**src/rtl/arith_pkg.sv**
```systemverilog
`default_nettype none
// ============================================================================
// Module      : arith_pkg
// Description : Shared definitions for the sequential arithmetic blocks:
//               FSM state encodings and a compile-time ceil(log2) helper.
// Revision    : 1.0 - initial release
// ============================================================================
package arith_pkg;

    localparam logic [1:0] ST_IDLE   = 2'd0;
    localparam logic [1:0] ST_RUN    = 2'd1;
    localparam logic [1:0] ST_FINISH = 2'd2;

    typedef enum logic [1:0] {
        S_IDLE   = ST_IDLE,
        S_RUN    = ST_RUN,
        S_FINISH = ST_FINISH
    } state_t;

    // Bits needed to hold values 0 .. value-1 (ceil(log2(value))).
    function automatic int clog2(input int value);
        int result;
        result = 0;
        for (int i = 0; i < 31; i++) begin
            if ((32'sd1 <<< i) < value) begin
                result = i + 1;
            end
        end
        return result;
    endfunction

endpackage
`default_nettype wire

```
**src/rtl/divider_seq_if.sv**
```systemverilog
`default_nettype none
// ============================================================================
// Module      : divider_seq_if
// Description : START/BUSY/DONE handshake and operand/result bundle for the
//               sequential divider. master = controlling logic, slave = divider.
// Revision    : 1.0 - initial release
// ============================================================================
interface divider_seq_if #(
    parameter int WIDTH = 8
);
    import arith_pkg::*;

    logic             start;
    logic [WIDTH-1:0] dividend;
    logic [WIDTH-1:0] divisor;
    logic             busy;
    logic             done;
    logic [WIDTH-1:0] quotient;
    logic [WIDTH-1:0] remainder;
    logic             div0;

    modport master (
        output start, dividend, divisor,
        input  busy, done, quotient, remainder, div0
    );

    modport slave (
        input  start, dividend, divisor,
        output busy, done, quotient, remainder, div0
    );

endinterface
`default_nettype wire

```
**src/rtl/addsub_step.sv**
```systemverilog
`default_nettype none
// ============================================================================
// Module      : addsub_step
// Description : N-bit ripple adder/subtractor. mode=0 gives a+b, mode=1 gives
//               a-b as a + ~b + 1. co is the carry out (1 = no borrow when
//               subtracting).
// Revision    : 1.0 - initial release
// ============================================================================
module addsub_step #(
    parameter int N = 9
) (
    input  logic [N-1:0] a,
    input  logic [N-1:0] b,
    input  logic         mode,
    output logic [N-1:0] s,
    output logic         co
);

    logic [N-1:0] w_b;

    assign w_b = b ^ {N{mode}};

    // Ripple carry chain; the carry is a procedural local so the chain is a
    // single combinational process rather than a self-referencing vector.
    always_comb begin
        logic w_carry;
        s       = '0;
        w_carry = mode;
        for (int i = 0; i < N; i++) begin
            s[i]    = a[i] ^ w_b[i] ^ w_carry;
            w_carry = (a[i] & w_b[i]) | (w_carry & (a[i] ^ w_b[i]));
        end
        co = w_carry;
    end

endmodule
`default_nettype wire

```
**src/rtl/divider_seq.sv**
```systemverilog
`default_nettype none
// ============================================================================
// Module      : divider_seq
// Description : Sequential restoring unsigned divider, WIDTH/WIDTH bits.
//               One quotient bit per clock via a trial subtraction of the
//               divisor from the shifted partial remainder. Results and DONE
//               appear WIDTH+1 edges after an accepted START.
// Revision    : 1.0 - initial release
// ============================================================================
module divider_seq
    import arith_pkg::*;
#(
    parameter int WIDTH = 8
) (
    input  logic          clk,
    input  logic          rst,
    divider_seq_if.slave  bus
);

    localparam int CW = clog2(WIDTH + 1);

    state_t           r_state;
    state_t           w_next_state;

    logic [WIDTH-1:0] r_q;          // dividend shifting out, quotient shifting in
    logic [WIDTH-1:0] r_d;          // latched divisor
    logic [WIDTH:0]   r_p;          // partial remainder
    logic [CW-1:0]    r_cnt;        // remaining RUN steps

    logic [WIDTH-1:0] r_quotient;
    logic [WIDTH-1:0] r_remainder;
    logic             r_div0;
    logic             r_done;

    logic [WIDTH:0]   w_pshift;
    logic [WIDTH:0]   w_trial;
    logic             w_co;
    logic             w_fits;
    logic             w_accept;
    logic             w_busy;

    // Shift the next dividend bit into the partial remainder.
    assign w_pshift = {r_p[WIDTH-1:0], r_q[WIDTH-1]};

    addsub_step #(
        .N (WIDTH + 1)
    ) u_trial (
        .a    (w_pshift),
        .b    ({1'b0, r_d}),
        .mode (1'b1),
        .s    (w_trial),
        .co   (w_co)
    );

    // Subtract when the shifted remainder is >= divisor. P stays below D
    // between steps so its top bit is clear; a set top bit would only mean
    // the shifted value is certainly large enough.
    assign w_fits = w_co | r_p[WIDTH];

    // State register.
    always_ff @(posedge clk or posedge rst) begin
        if (rst) begin
            r_state <= S_IDLE;
        end else begin
            r_state <= w_next_state;
        end
    end

    // Next-state and handshake decode; START is only honoured in IDLE.
    always_comb begin
        w_next_state = r_state;
        w_accept     = 1'b0;
        w_busy       = 1'b0;
        case (r_state)
            S_IDLE: begin
                if (bus.start) begin
                    w_accept     = 1'b1;
                    w_next_state = S_RUN;
                end
            end
            S_RUN: begin
                w_busy = 1'b1;
                if (r_cnt == CW'(1)) begin
                    w_next_state = S_FINISH;
                end
            end
            S_FINISH: begin
                w_next_state = S_IDLE;
            end
            default: begin
                w_next_state = S_IDLE;
            end
        endcase
    end

    // Operand capture, one restoring step per RUN cycle, result publish.
    always_ff @(posedge clk or posedge rst) begin
        if (rst) begin
            r_q         <= '0;
            r_d         <= '0;
            r_p         <= '0;
            r_cnt       <= '0;
            r_quotient  <= '0;
            r_remainder <= '0;
            r_div0      <= 1'b0;
            r_done      <= 1'b0;
        end else begin
            r_done <= 1'b0;
            if (w_accept) begin
                r_q    <= bus.dividend;
                r_d    <= bus.divisor;
                r_p    <= '0;
                r_cnt  <= CW'(WIDTH);
                r_div0 <= (bus.divisor == '0);
            end else if (r_state == S_RUN) begin
                if (w_fits) begin
                    r_p <= w_trial;
                    r_q <= {r_q[WIDTH-2:0], 1'b1};
                end else begin
                    r_p <= w_pshift;
                    r_q <= {r_q[WIDTH-2:0], 1'b0};
                end
                r_cnt <= r_cnt - CW'(1);
            end else if (r_state == S_FINISH) begin
                r_quotient  <= r_q;
                r_remainder <= r_p[WIDTH-1:0];
                r_done      <= 1'b1;
            end
        end
    end

    assign bus.busy      = w_busy;
    assign bus.done      = r_done;
    assign bus.quotient  = r_quotient;
    assign bus.remainder = r_remainder;
    assign bus.div0      = r_div0;

endmodule
`default_nettype wire

```
**src/flat_wrapper.sv**
```systemverilog
// flat-port wrapper written by rule: the top's interface ports become plain ports
module divider_seq_flat import arith_pkg::*;
#(
    parameter int WIDTH = 8
)
  (clk, rst, bus_start, bus_dividend, bus_divisor, bus_busy, bus_done, bus_quotient, bus_remainder, bus_div0);
  divider_seq_if #(.WIDTH(WIDTH)) bus_i ();
  input  logic clk;
  input  logic rst;
  input wire logic [$bits(bus_i.start)-1:0] bus_start;
  input wire logic [$bits(bus_i.dividend)-1:0] bus_dividend;
  input wire logic [$bits(bus_i.divisor)-1:0] bus_divisor;
  output wire logic [$bits(bus_i.busy)-1:0] bus_busy;
  output wire logic [$bits(bus_i.done)-1:0] bus_done;
  output wire logic [$bits(bus_i.quotient)-1:0] bus_quotient;
  output wire logic [$bits(bus_i.remainder)-1:0] bus_remainder;
  output wire logic [$bits(bus_i.div0)-1:0] bus_div0;
  assign bus_i.start = bus_start;
  assign bus_i.dividend = bus_dividend;
  assign bus_i.divisor = bus_divisor;
  assign bus_busy = bus_i.busy;
  assign bus_done = bus_i.done;
  assign bus_quotient = bus_i.quotient;
  assign bus_remainder = bus_i.remainder;
  assign bus_div0 = bus_i.div0;
  divider_seq #(.WIDTH(WIDTH)) u_core (.clk(clk), .rst(rst), .bus(bus_i));
endmodule
```
**config.mk**
```make
export PLATFORM = sky130hd
export DESIGN_NAME = divider_seq_flat
export DESIGN_NICKNAME = d
export VERILOG_FILES = /design/src/rtl/arith_pkg.sv /design/src/rtl/divider_seq_if.sv /design/src/rtl/addsub_step.sv /design/src/rtl/divider_seq.sv /design/src/flat_wrapper.sv
export SDC_FILE = /design/constraint.sdc
export NUM_CORES = 1
export LEC_CHECK = 0
export ABC_CLOCK_PERIOD_IN_PS = 5800
export BUFFER_PORTS_ARGS = -buffer_cell sky130_fd_sc_hd__buf_2
export CORE_MARGIN = 4
export CORE_UTILIZATION = 55
export CTS_CLUSTER_SIZE = 8
export DETAILED_ROUTE_END_ITERATION = 8
export GPL_TIMING_DRIVEN = 0
export PLACE_DENSITY = 0.9
export SETUP_SLACK_MARGIN = 0.1
export SLEW_MARGIN = 20
export SYNTH_ARGS = -nofsm -noshare
export SYNTH_HDL_FRONTEND = slang
export SYNTH_SLANG_ARGS = --single-unit
```
**constraint.sdc**
```tcl
create_clock -name clk -period 5.8 [get_ports clk]
set_input_delay 1.16 -clock clk [delete_from_list [all_inputs] [get_ports clk]]
set_output_delay 1.16 -clock clk [all_outputs]
set_load 0.01 [all_outputs]
```
==> results of run 1 <==
[worst max-delay path by stage]
| stage | slack, ns | cells past startpoint | end |
|---|---|---|---|
| global placement | 1.12 | 16 | u_core.r_p[8] |
| finish | 1.07 | 16 | u_core.r_p[8] |
| detailed placement | 1.07 | 16 | u_core.r_p[8] |
| CTS | 1.04 | 16 | u_core.r_p[8] |
| global route | 0.78 | 16 | u_core.r_p[8] |
| floorplan | 1.34 | 16 | u_core.r_p[8] |
[metrics by stage]
stage	utilization	total power, mW	worst slack [ns]	hold WS, ns
global placement	0.646	1.37	1.12	0.471
finish	0.674	1.63	1.07	0.493
global route	0.674	1.78	0.783	0.532
detailed placement	0.650	1.43	1.07	0.475
floorplan	-	1.22	1.34	0.451
CTS	0.674	1.65	1.04	0.496
[flip-flops by register name, summed over array words and instances, names as in the netlist]
name                  flops
u_core.bus.div0           1
u_core.r_q                8
u_core.bus.remainder      8
u_core.r_state            2
u_core.bus.done           1
u_core.r_p                9
u_core.r_cnt              4
u_core.bus.quotient       8
u_core.r_d                8
[layout by cell type, fill, tap and decap left out, types with 4 or more instances in the layout]
master	instances
sky130_fd_sc_hd__dfrtp_1	49
sky130_fd_sc_hd__mux2_2	10
sky130_fd_sc_hd__fa_1	7
sky130_fd_sc_hd__buf_2	40
sky130_fd_sc_hd__mux2i_1	9
sky130_fd_sc_hd__nand2_1	11
sky130_fd_sc_hd__and3b_1	7
sky130_fd_sc_hd__ha_1	4
sky130_fd_sc_hd__a21oi_1	8
sky130_fd_sc_hd__mux2_4	13
sky130_fd_sc_hd__a22o_1	8
sky130_fd_sc_hd__clkbuf_8	6
sky130_fd_sc_hd__buf_6	5
sky130_fd_sc_hd__inv_1	14
sky130_fd_sc_hd__o21ai_0	9
[per-layer routing]
metal  up-vias  track usage
met5         -            0
met4         0       0.0534
met3         5       0.0446
met2        26        0.328
met1       733        0.225
li1        737            -
[power breakdown]
part	switching (mW)	leakage [nW]	total, mW	internal [mW]
Combinational	0.377	0.751	0.802	0.425
Sequential	0.117	0.613	0.621	0.504
Clock	0.110	0.0512	0.207	0.0967
[cells by family (layout without fill, tap and decap cells)]
family | count (synthesis) | after routing
simple gates | 32 | 32
flops | 49 | 49
mux | 32 | 32
compound gates | 35 | 35
fa+ha+maj | 11 | 11
buf+inv | 27 | 73
[critical path, delay by kind of cell (launching register included)]
kind | cells | cell delay [ns]
compound gates | 2 | 0.38
flops | 1 | 0.40
simple gates | 1 | 0.06
buf+inv | 4 | 0.50
fa+ha+maj | 9 | 3.28
[final cells by class]
type	count	area, um2
Multi-Input combinational cell	110	1030
Tap cell	50	62.6
Clock buffer	6	82.6
Buffer	11	106
Inverter	16	60.1
Sequential cell	49	1230
Clock inverter	2	13.8
Fill cell	311	1350
Timing Repair Buffer	38	205
==> flow_summary.ini, run 1 <==
[outcome]
run_status = completed

[synthesis]
synth.mux.area_fraction = 0.164
synth_nets = 216
synth_top_cells_by_count = 49 x sky130_fd_sc_hd__dfrtp_1, 15 x sky130_fd_sc_hd__inv_1, 13 x sky130_fd_sc_hd__mux2_4
most_repeated_cell_in_the_gate_level_netlist_after_synthesis = sky130_fd_sc_hd__dfrtp_1
synth_enable_flop_cells = 0
synth_cell_type_count = 33
yosys.area_share.adder = 0.0784
mappedNetlistArea_um2 = 2430
compound_gate_fraction_of_synth_area = 0.0969
postSynthRegisterBits = 49
biggest_area_contributors_in_the_synthesized_netlist = sky130_fd_sc_hd__dfrtp_1 51%, sky130_fd_sc_hd__mux2_4 8.0%, sky130_fd_sc_hd__fa_1 5.8%
dominantRegCellSynth = sky130_fd_sc_hd__dfrtp_1
synthesis.yosys.warnings = 0
synth-async-reset-ratio = 1.00
synthDominantCellAreaShare = 0.505
syn-mean-instance-area_um2 = 13.1
postSynthCellCount = 186
synth_simple_gate_area_share = 0.0871
synth-xor-area-share = 0
synth.largest_area_cell = sky130_fd_sc_hd__dfrtp_1
sequential_cell_area_fraction_in_the_yosys_report = 0.505
synth_top_family_by_area = multiplexers

[worst_setup_path]
timing.rr.start = u_core.r_q[7]
critical_path.max_fanout = 10
regToRegSetupSlack_ns = 1.07
crit_path_cell_trace = inv_1, ha_1, fa_1, fa_1, fa_1, fa_1, fa_1, inv_1, fa_1, inv_1, fa_1, ha_1, nand2b_1, buf_2, o22ai_1, a22o_1
setup.worst_path.end_class = register
max_stage_delay_ns = 0.46
regToRegEndpoint = u_core.r_p[8]
worstSetupStartpointType = register
cp_data_arrival_time_ns = 4.92
origin_of_the_worst_setup_path = u_core.r_q[7]
cell_type_with_the_highest_occurrence_count_on_the_critical_path = sky130_fd_sc_hd__fa_1
path_class = register to register
r2r.worst_path.cells = 16
slowest_stage = sky130_fd_sc_hd__fa_1
crit_required_ns = 5.99

[grt]
first_global_vias = 1608
antenna_found_initial = 0
grt_start_max_net_pins = 32
wire_length_of_the_first_global_routing_pass_um = 7660
overflow = 0
grt_usage = 0.185

[clock_tree]
clock_tree_from_tritoncts = yes
clk_root_buffer_cell = sky130_fd_sc_hd__clkbuf_8
cts_max_path_buffers = 2
h-tree-depth = 2
clkSinkCount = 49
cts.repair.resized = 0
path_clk_slew_ns = 0.08
cts_made_buffers = 5
clock_insertion_delay_at_the_later_pin_of_the_skew_report_ns = 0.30
postCtsHoldBufs = 0
cts_post_setup_buffers_inserted = 0

[route]
route.met2.wl_um = 2280
routed_wire_length_per_instance_um = 15.8
total_wire_length_after_detailed_routing_um = 4460
drt_first_pass_iters = 4
drc = 0
post_drt_via_cell_ratio = 5.32
routed-via-count = 1501
wl_met3_um = 196
route.top_layer_used = met4
wl_met1_um = 1920
drt_first_iter_violations = 73
route.antenna.remaining_nets = 0

[hold_path]
hold_path_depth = 1
min_path_type = register to register
hold-path-endpoint = u_core.r_cnt[3]
worst_hold_startpoint = u_core.r_cnt[3]

[timing]
grt_setup_unrepaired = no
fin_tns_setup_ns = 0
period_needed_ns = 4.73
finalMaxSlewViolations = 0
fmax_mhz = 211
worst_slew_pin_slew_ns = 0.404
timing.final.crit_share = 0.816
slew_headroom = 0.731
post_route_skew_ns = 0.00988
final_hold_viol_count = 0
setup_viol_count_final = 0

[floorplanning]
chipWidth_um = 74.4
die_h_um = 74.4
floorplan.rows = 23
design.core.area_um2 = 4140
start_util = 0.586
io-pin-count = 38
die_ar_um2 = 5540

[pwr]
powerDensity_nw_per_um2 = 584
worst_ir_drop_on_vdd_v = 0.000266
power_leakage_nw = 1.41

[cells_and_area]
syn2layout_area_growth_pct = 15.0
stdcell_count = 282
final_net_count = 261
antenna_cells_inserted = 0
design_area_um2 = 2790
layout-drive-gt1-share = 0.371

[flow_run]
max_cap_violations = 0

[placed_design]
placed_cells_incl_taps = 274
io_buffer_count = 37
gp_congestion = 0.780
hpwl_um = 3360
place_area_um2 = 2700
Power figures use the tool's default switching activity.
==> run 2, diff against run 1 <==
ABC_AREA = 1   (was unset)
ABC_CLOCK_PERIOD_IN_PS = 4700   (was 5800)
clock period = 4.7 ns   (was 5.8 ns; I/O delays follow)
==> run 2 against run 1 <==
Utilization shrank 0.32 points. Critical path type unchanged. Sequential share of layout area grew 1.2 points. Power grew 28%. Synthesized cell count grew 38%.
==> flow_summary.ini, run 2 <==
[outcome]
run_status = completed

[placed_design]
placed_cells_incl_taps = 345
place_area_um2 = 2590
pre_cts_slack_ns = 0.196
gp_congestion = 0.834
hpwl_um = 3380
io_buffer_count = 37

[worst_setup_path]
worst-path-buf-inv = 5
worst_path_dominant_cell_family = adder cells
max_stage_delay_ns = 0.45
timing.rr.start = u_core.r_q[7]
regToRegEndpoint = u_core.r_p[3]
r2r.worst_path.cells = 18
critical_path.max_fanout = 10
path_class = register to register
worstSetupStartpointType = register
setup.worst_path.end_class = register
slowest_stage = sky130_fd_sc_hd__fa_1
worstSetupPathDepth = 18
regToRegSetupSlack_ns = 0.36
crit_required_ns = 4.94
crit_path_cell_trace = inv_1, ha_1, fa_2, fa_2, fa_2, fa_1, fa_1, inv_1, fa_1, inv_1, fa_1, ha_1, inv_1, nor2_1, buf_2, nand2_1, nand3_1, o21ai_2
cp_data_arrival_time_ns = 4.57

[timing]
worst_slew_pin_slew_ns = 0.402
post_route_worst_hold_slack_ns = 0.479
final_hold_viol_count = 0
final_critical_path_setup_slack_ns = 0.364
fin_tns_setup_ns = 0
fmax_mhz = 231
post_route_skew_ns = 0.00475
grt_setup_unrepaired = no
slew_headroom = 0.731
finalMaxSlewViolations = 0
setup_viol_count_final = 0
period_needed_ns = 4.34
timing.final.crit_share = 0.922

[cells_and_area]
layout-drive-gt1-share = 0.261
largest_register_ff_count = 9
stdcell_count = 353
design_area_um2 = 2720
syn2layout_area_growth_pct = 16.9
fin_util = 0.670
layout.cells.most_common_list = 98 x sky130_fd_sc_hd__nand2_1, 49 x sky130_fd_sc_hd__dfrtp_1, 39 x sky130_fd_sc_hd__buf_2, 22 x sky130_fd_sc_hd__inv_1, 19 x sky130_fd_sc_hd__nand3_1
filler_cell_count = 309
final_net_count = 332
most_flops_register = u_core.r_p
final_common_cell = sky130_fd_sc_hd__nand2_1
antenna_cells_inserted = 0

[route]
drc = 0
post_drt_via_cell_ratio = 5.04
drt_first_iter_violations = 118
route.antenna.remaining_nets = 0
routed-via-count = 1779
routed_wire_length_per_instance_um = 13.1
total_wire_length_after_detailed_routing_um = 4620
drt_first_pass_iters = 4

[pwr]
powerDensity_nw_per_um2 = 765
worst_ir_drop_on_vdd_v = 0.000341
power_leakage_nw = 1.42
report.power.total_mw = 2.08

[clock_tree]
cts_post_setup_buffers_inserted = 0
path_clk_slew_ns = 0.08
clkSinkCount = 49
postCtsHoldBufs = 0
clk_root_buffer_cell = sky130_fd_sc_hd__clkbuf_8
h-tree-depth = 2
cts_max_path_buffers = 2
cts_made_buffers = 5
cts.repair.resized = 0
clock_tree_from_tritoncts = yes
clock_insertion_delay_at_the_later_pin_of_the_skew_report_ns = 0.31

[floorplanning]
io-pin-count = 38
die_h_um = 73.0
design.core.area_um2 = 4060
die_ar_um2 = 5330
start_util = 0.573
chipWidth_um = 73.0
floorplan.rows = 23

[synthesis]
synth.largest_area_cell = sky130_fd_sc_hd__dfrtp_1
synth_cell_type_count = 21
sequential_cell_area_fraction_in_the_yosys_report = 0.527
synthDominantCellAreaShare = 0.527
most_repeated_cell_in_the_gate_level_netlist_after_synthesis = sky130_fd_sc_hd__nand2_1
biggest_area_contributors_in_the_synthesized_netlist = sky130_fd_sc_hd__dfrtp_1 53%, sky130_fd_sc_hd__nand2_1 16%, sky130_fd_sc_hd__fa_1 6.0%
synth_nets = 287
postSynthRegisterBits = 49
synth_top_cells_by_count = 99 x sky130_fd_sc_hd__nand2_1, 49 x sky130_fd_sc_hd__dfrtp_1, 23 x sky130_fd_sc_hd__inv_1
mappedNetlistArea_um2 = 2330
syn-mean-instance-area_um2 = 9.05
synth-async-reset-ratio = 1.00
synthesis.yosys.warnings = 0
dominantRegCellSynth = sky130_fd_sc_hd__dfrtp_1
synth_enable_flop_cells = 0
postSynthCellCount = 257

[hold_path]
worst_hold_startpoint = u_core.bus.quotient[4]
hold-path-endpoint = u_core.bus.quotient[4]
min_path_type = register to register
hold_path_depth = 2

[grt]
grt_start_max_net_pins = 33
first_global_vias = 1714
grt_usage = 0.196
wire_length_of_the_first_global_routing_pass_um = 7830
antenna_found_initial = 0
overflow = 0

[flow_run]
max_cap_violations = 0
[run 2: changes by cell type after synthesis, moves of 4 or more]
| cell | previous run | this run |
|---|---|---|
| sky130_fd_sc_hd__a21oi_1 | 8 | 0 |
| sky130_fd_sc_hd__a22o_1 | 8 | 0 |
| sky130_fd_sc_hd__and3b_1 | 7 | 0 |
| sky130_fd_sc_hd__inv_1 | 15 | 23 |
| sky130_fd_sc_hd__mux2_2 | 10 | 0 |
| sky130_fd_sc_hd__mux2_4 | 13 | 0 |
| sky130_fd_sc_hd__mux2i_1 | 9 | 0 |
| sky130_fd_sc_hd__nand2_1 | 11 | 99 |
| sky130_fd_sc_hd__nand2_2 | 0 | 4 |
| sky130_fd_sc_hd__nand3_1 | 1 | 19 |
| sky130_fd_sc_hd__nor2_1 | 1 | 10 |
| sky130_fd_sc_hd__o21ai_0 | 9 | 13 |
| sky130_fd_sc_hd__o21ai_2 | 0 | 9 |
[run 2: worst min-delay path, stage by stage (launching register included)]
cell                      delay [ns]
sky130_fd_sc_hd__dfrtp_1        0.35
sky130_fd_sc_hd__nand2_1        0.05
sky130_fd_sc_hd__nand2_1        0.05
[run 2: cell families (layout without fill, tap and decap cells)]
logic type | count (synthesis) | count (layout) | synth area share
AOI/OAI and AO/OA | 25 | 25 | 0.0715
xor gates and xnor gates | 1 | 1 | 0.00377
adders and majority gates | 11 | 11 | 0.0818
buffers and inverters | 35 | 81 | 0.0737
DFF | 49 | 49 | 0.527
and+or+nand+nor | 136 | 136 | 0.242
[run 2: layout make-up]
cell class              instances  area, um2  share of cell area
flip-flops and latches         49       1230               0.451
multi-input cells             173        938               0.345
repair buffers                 38        205              0.0754
inverters                      27        101              0.0373
clock buffers                   7       86.3              0.0317
plain buffers                   8       70.1              0.0258
well taps                      50       62.6              0.0230
clock inverters                 1       30.0              0.0110
[run 2: report_power, final]
part           switching, mW  internal (mW)
Combinational          0.604          0.418
Clock                  0.137          0.174
Sequential             0.120          0.628
[run 2: worst max path at each step]
| stage | from | endpoint | slack [ns] |
|---|---|---|---|
| floorplan | u_core.r_d[0] | u_core.r_p[6] | 0.50 |
| global placement | u_core.r_q[7] | u_core.r_p[3] | 0.29 |
| detailed placement | u_core.r_q[7] | u_core.r_p[2] | 0.20 |
| CTS | u_core.r_q[7] | u_core.r_p[3] | 0.17 |
| global route | u_core.r_q[7] | u_core.r_p[3] | 0.15 |
| finish | u_core.r_q[7] | u_core.r_p[3] | 0.36 |
[run 2: per-layer routing]
| layer | up-vias | share of wire | track usage |
|---|---|---|---|
| met3 | 10 | 0.059 | 0.0565 |
| met1 | 834 | 0.43 | 0.256 |
| met5 | - | 0 | 0 |
| met4 | 0 | 0.021 | 0.0840 |
| li1 | 883 | - | - |
| met2 | 52 | 0.49 | 0.304 |
==> run 3, diff against run 2 <==
CTS_CLUSTER_SIZE = 20   (was 8)
GPL_TIMING_DRIVEN = unset   (was 0)
==> run 3 against run 2 <==
Utilization is 1.9 points lower. Final area is 2.8% lower. Largest power group unchanged. Power is 1.4% lower. Critical endpoint is now u_core.r_p[7]. Hold slack worse by 0.00085 ns.
==> flow_summary.ini, run 3 (synthesized netlist as in run 2, its figures left out) <==
[grt]
grt_start_max_net_pins = 50
wire_length_of_the_first_global_routing_pass_um = 7510
antenna_found_initial = 0
grt_usage = 0.181
first_global_vias = 1688
overflow = 0

[timing]
post_route_worst_hold_slack_ns = 0.478
slew_headroom = 0.463
grt_setup_unrepaired = no
post_route_skew_ns = 0.00821
fmax_mhz = 232
fin_tns_setup_ns = 0
period_needed_ns = 4.31
worst_slew_pin_slew_ns = 0.804
final_critical_path_setup_slack_ns = 0.390
finalMaxSlewViolations = 0
final_hold_viol_count = 0
setup_viol_count_final = 0
timing.final.crit_share = 0.917

[worst_setup_path]
path_class = register to register
setup.worst_path.end_class = register
worstSetupStartpointType = register
critical_path.max_fanout = 8
cp_data_arrival_time_ns = 4.49
regToRegSetupSlack_ns = 0.39
crit_required_ns = 4.88

[route]
wl_met3_um = 249
drt_first_iter_violations = 122
routed_wire_length_per_instance_um = 12.6
route.top_layer_used = met4
route.met2.wl_um = 2030
routed-via-count = 1781
wl_met1_um = 1990
post_drt_via_cell_ratio = 5.18
total_wire_length_after_detailed_routing_um = 4320
drc = 0
drt_first_pass_iters = 4
route.antenna.remaining_nets = 0

[hold_path]
min_path_type = register to register

[pwr]
report.power.total_mw = 2.05
powerDensity_nw_per_um2 = 776
power_leakage_nw = 1.38
worst_ir_drop_on_vdd_v = 0.000327

[clock_tree]
clkSinkCount = 49
path_clk_slew_ns = 0.09
h-tree-depth = 2
clk_root_buffer_cell = sky130_fd_sc_hd__clkbuf_8
cts_made_buffers = 5
cts_max_path_buffers = 2
postCtsHoldBufs = 0
cts.repair.resized = 0
clock_insertion_delay_at_the_later_pin_of_the_skew_report_ns = 0.30
clock_tree_from_tritoncts = yes
cts_post_setup_buffers_inserted = 0

[floorplanning]
die_ar_um2 = 5330
floorplan.rows = 23
design.core.area_um2 = 4060
die_h_um = 73.0
start_util = 0.573
io-pin-count = 38
chipWidth_um = 73.0

[placed_design]
gp_congestion = 0.851
hpwl_um = 3060
placed_cells_incl_taps = 336
pre_cts_slack_ns = 0.311
io_buffer_count = 37

[cells_and_area]
stdcell_count = 344
largest_register_ff_count = 9
register_area_um2 = 1230
filler_cell_count = 323
syn2layout_area_growth_pct = 13.7
most_flops_register = u_core.r_p
layout.cells.most_common_list = 98 x sky130_fd_sc_hd__nand2_1, 49 x sky130_fd_sc_hd__dfrtp_1, 37 x sky130_fd_sc_hd__buf_2, 22 x sky130_fd_sc_hd__inv_1, 19 x sky130_fd_sc_hd__nand3_1
multi_input_comb_area_um2 = 933
layout-drive-gt1-share = 0.235
final_net_count = 323
final_common_cell = sky130_fd_sc_hd__nand2_1
antenna_cells_inserted = 0

[flow_run]
max_cap_violations = 0

[outcome]
run_status = completed
run 3: cell types whose count changed in the layout (fill, tap and decap cells not counted), moves of 2 or more:
cell | before | now
sky130_fd_sc_hd__buf_6 | 4 | 0
sky130_fd_sc_hd__fa_2 | 3 | 0
sky130_fd_sc_hd__clkinv_2 | 0 | 2
sky130_fd_sc_hd__buf_2 | 39 | 37
sky130_fd_sc_hd__buf_4 | 2 | 0
sky130_fd_sc_hd__fa_1 | 4 | 7
run 3: final cells by class:
cell class	instances	area share
Sequential cell	49	0.464
Inverter	27	0.0388
Multi-Input combinational cell	173	0.353
Clock inverter	3	0.0246
Tap cell	50	0.0237
Timing Repair Buffer	37	0.0700
Clock buffer	5	0.0260
run 3: final timing paths:
kind / startpoint / to / cells after the start
max: u_core.r_d[0] / u_core.r_p[7] / 15
min: u_core.bus.quotient[3] / u_core.bus.quotient[3] / 2
max reg2reg: u_core.r_d[0] / u_core.r_p[7] / 15
min reg2reg: u_core.bus.quotient[3] / u_core.bus.quotient[3] / 2
max in group asynchronous: rst / u_core.r_d[0] / 2
min in group asynchronous: rst / u_core.bus.quotient[5] / 2
run 3: critical path, cell delays in order, from the launching register on:
cell	delay (ns)
sky130_fd_sc_hd__dfrtp_1	0.40
sky130_fd_sc_hd__ha_1	0.22
sky130_fd_sc_hd__fa_1	0.45
sky130_fd_sc_hd__fa_1	0.46
sky130_fd_sc_hd__fa_1	0.46
sky130_fd_sc_hd__fa_1	0.46
sky130_fd_sc_hd__fa_1	0.42
sky130_fd_sc_hd__inv_1	0.09
sky130_fd_sc_hd__fa_1	0.17
sky130_fd_sc_hd__inv_1	0.05
sky130_fd_sc_hd__fa_1	0.42
sky130_fd_sc_hd__ha_1	0.24
sky130_fd_sc_hd__nand2_2	0.15
sky130_fd_sc_hd__nand2_1	0.08
sky130_fd_sc_hd__nand3_1	0.10
sky130_fd_sc_hd__o21ai_2	0.05
run 3: per-stage QoR:
step | utilization | cell area, um2
floorplan | - | 2330
global placement | 0.617 | 2500
detailed placement | 0.617 | 2500
CTS | 0.650 | 2640
global route | 0.652 | 2640
finish | 0.652 | 2640
run 3: routing by layer:
metal / track usage / vias up
li1: - / 872
met1: 0.253 / 861
met2: 0.287 / 43
met3: 0.0289 / 5
met4: 0.0635 / 0
met5: 0 / -
run 3: where the power goes:
| part | total (mW) | switching [mW] | leakage, nW | internal, mW |
|---|---|---|---|---|
| Sequential | 0.748 | 0.120 | 0.575 | 0.628 |
| Clock | 0.347 | 0.136 | 0.0681 | 0.211 |
| Combinational | 0.957 | 0.574 | 0.740 | 0.384 |
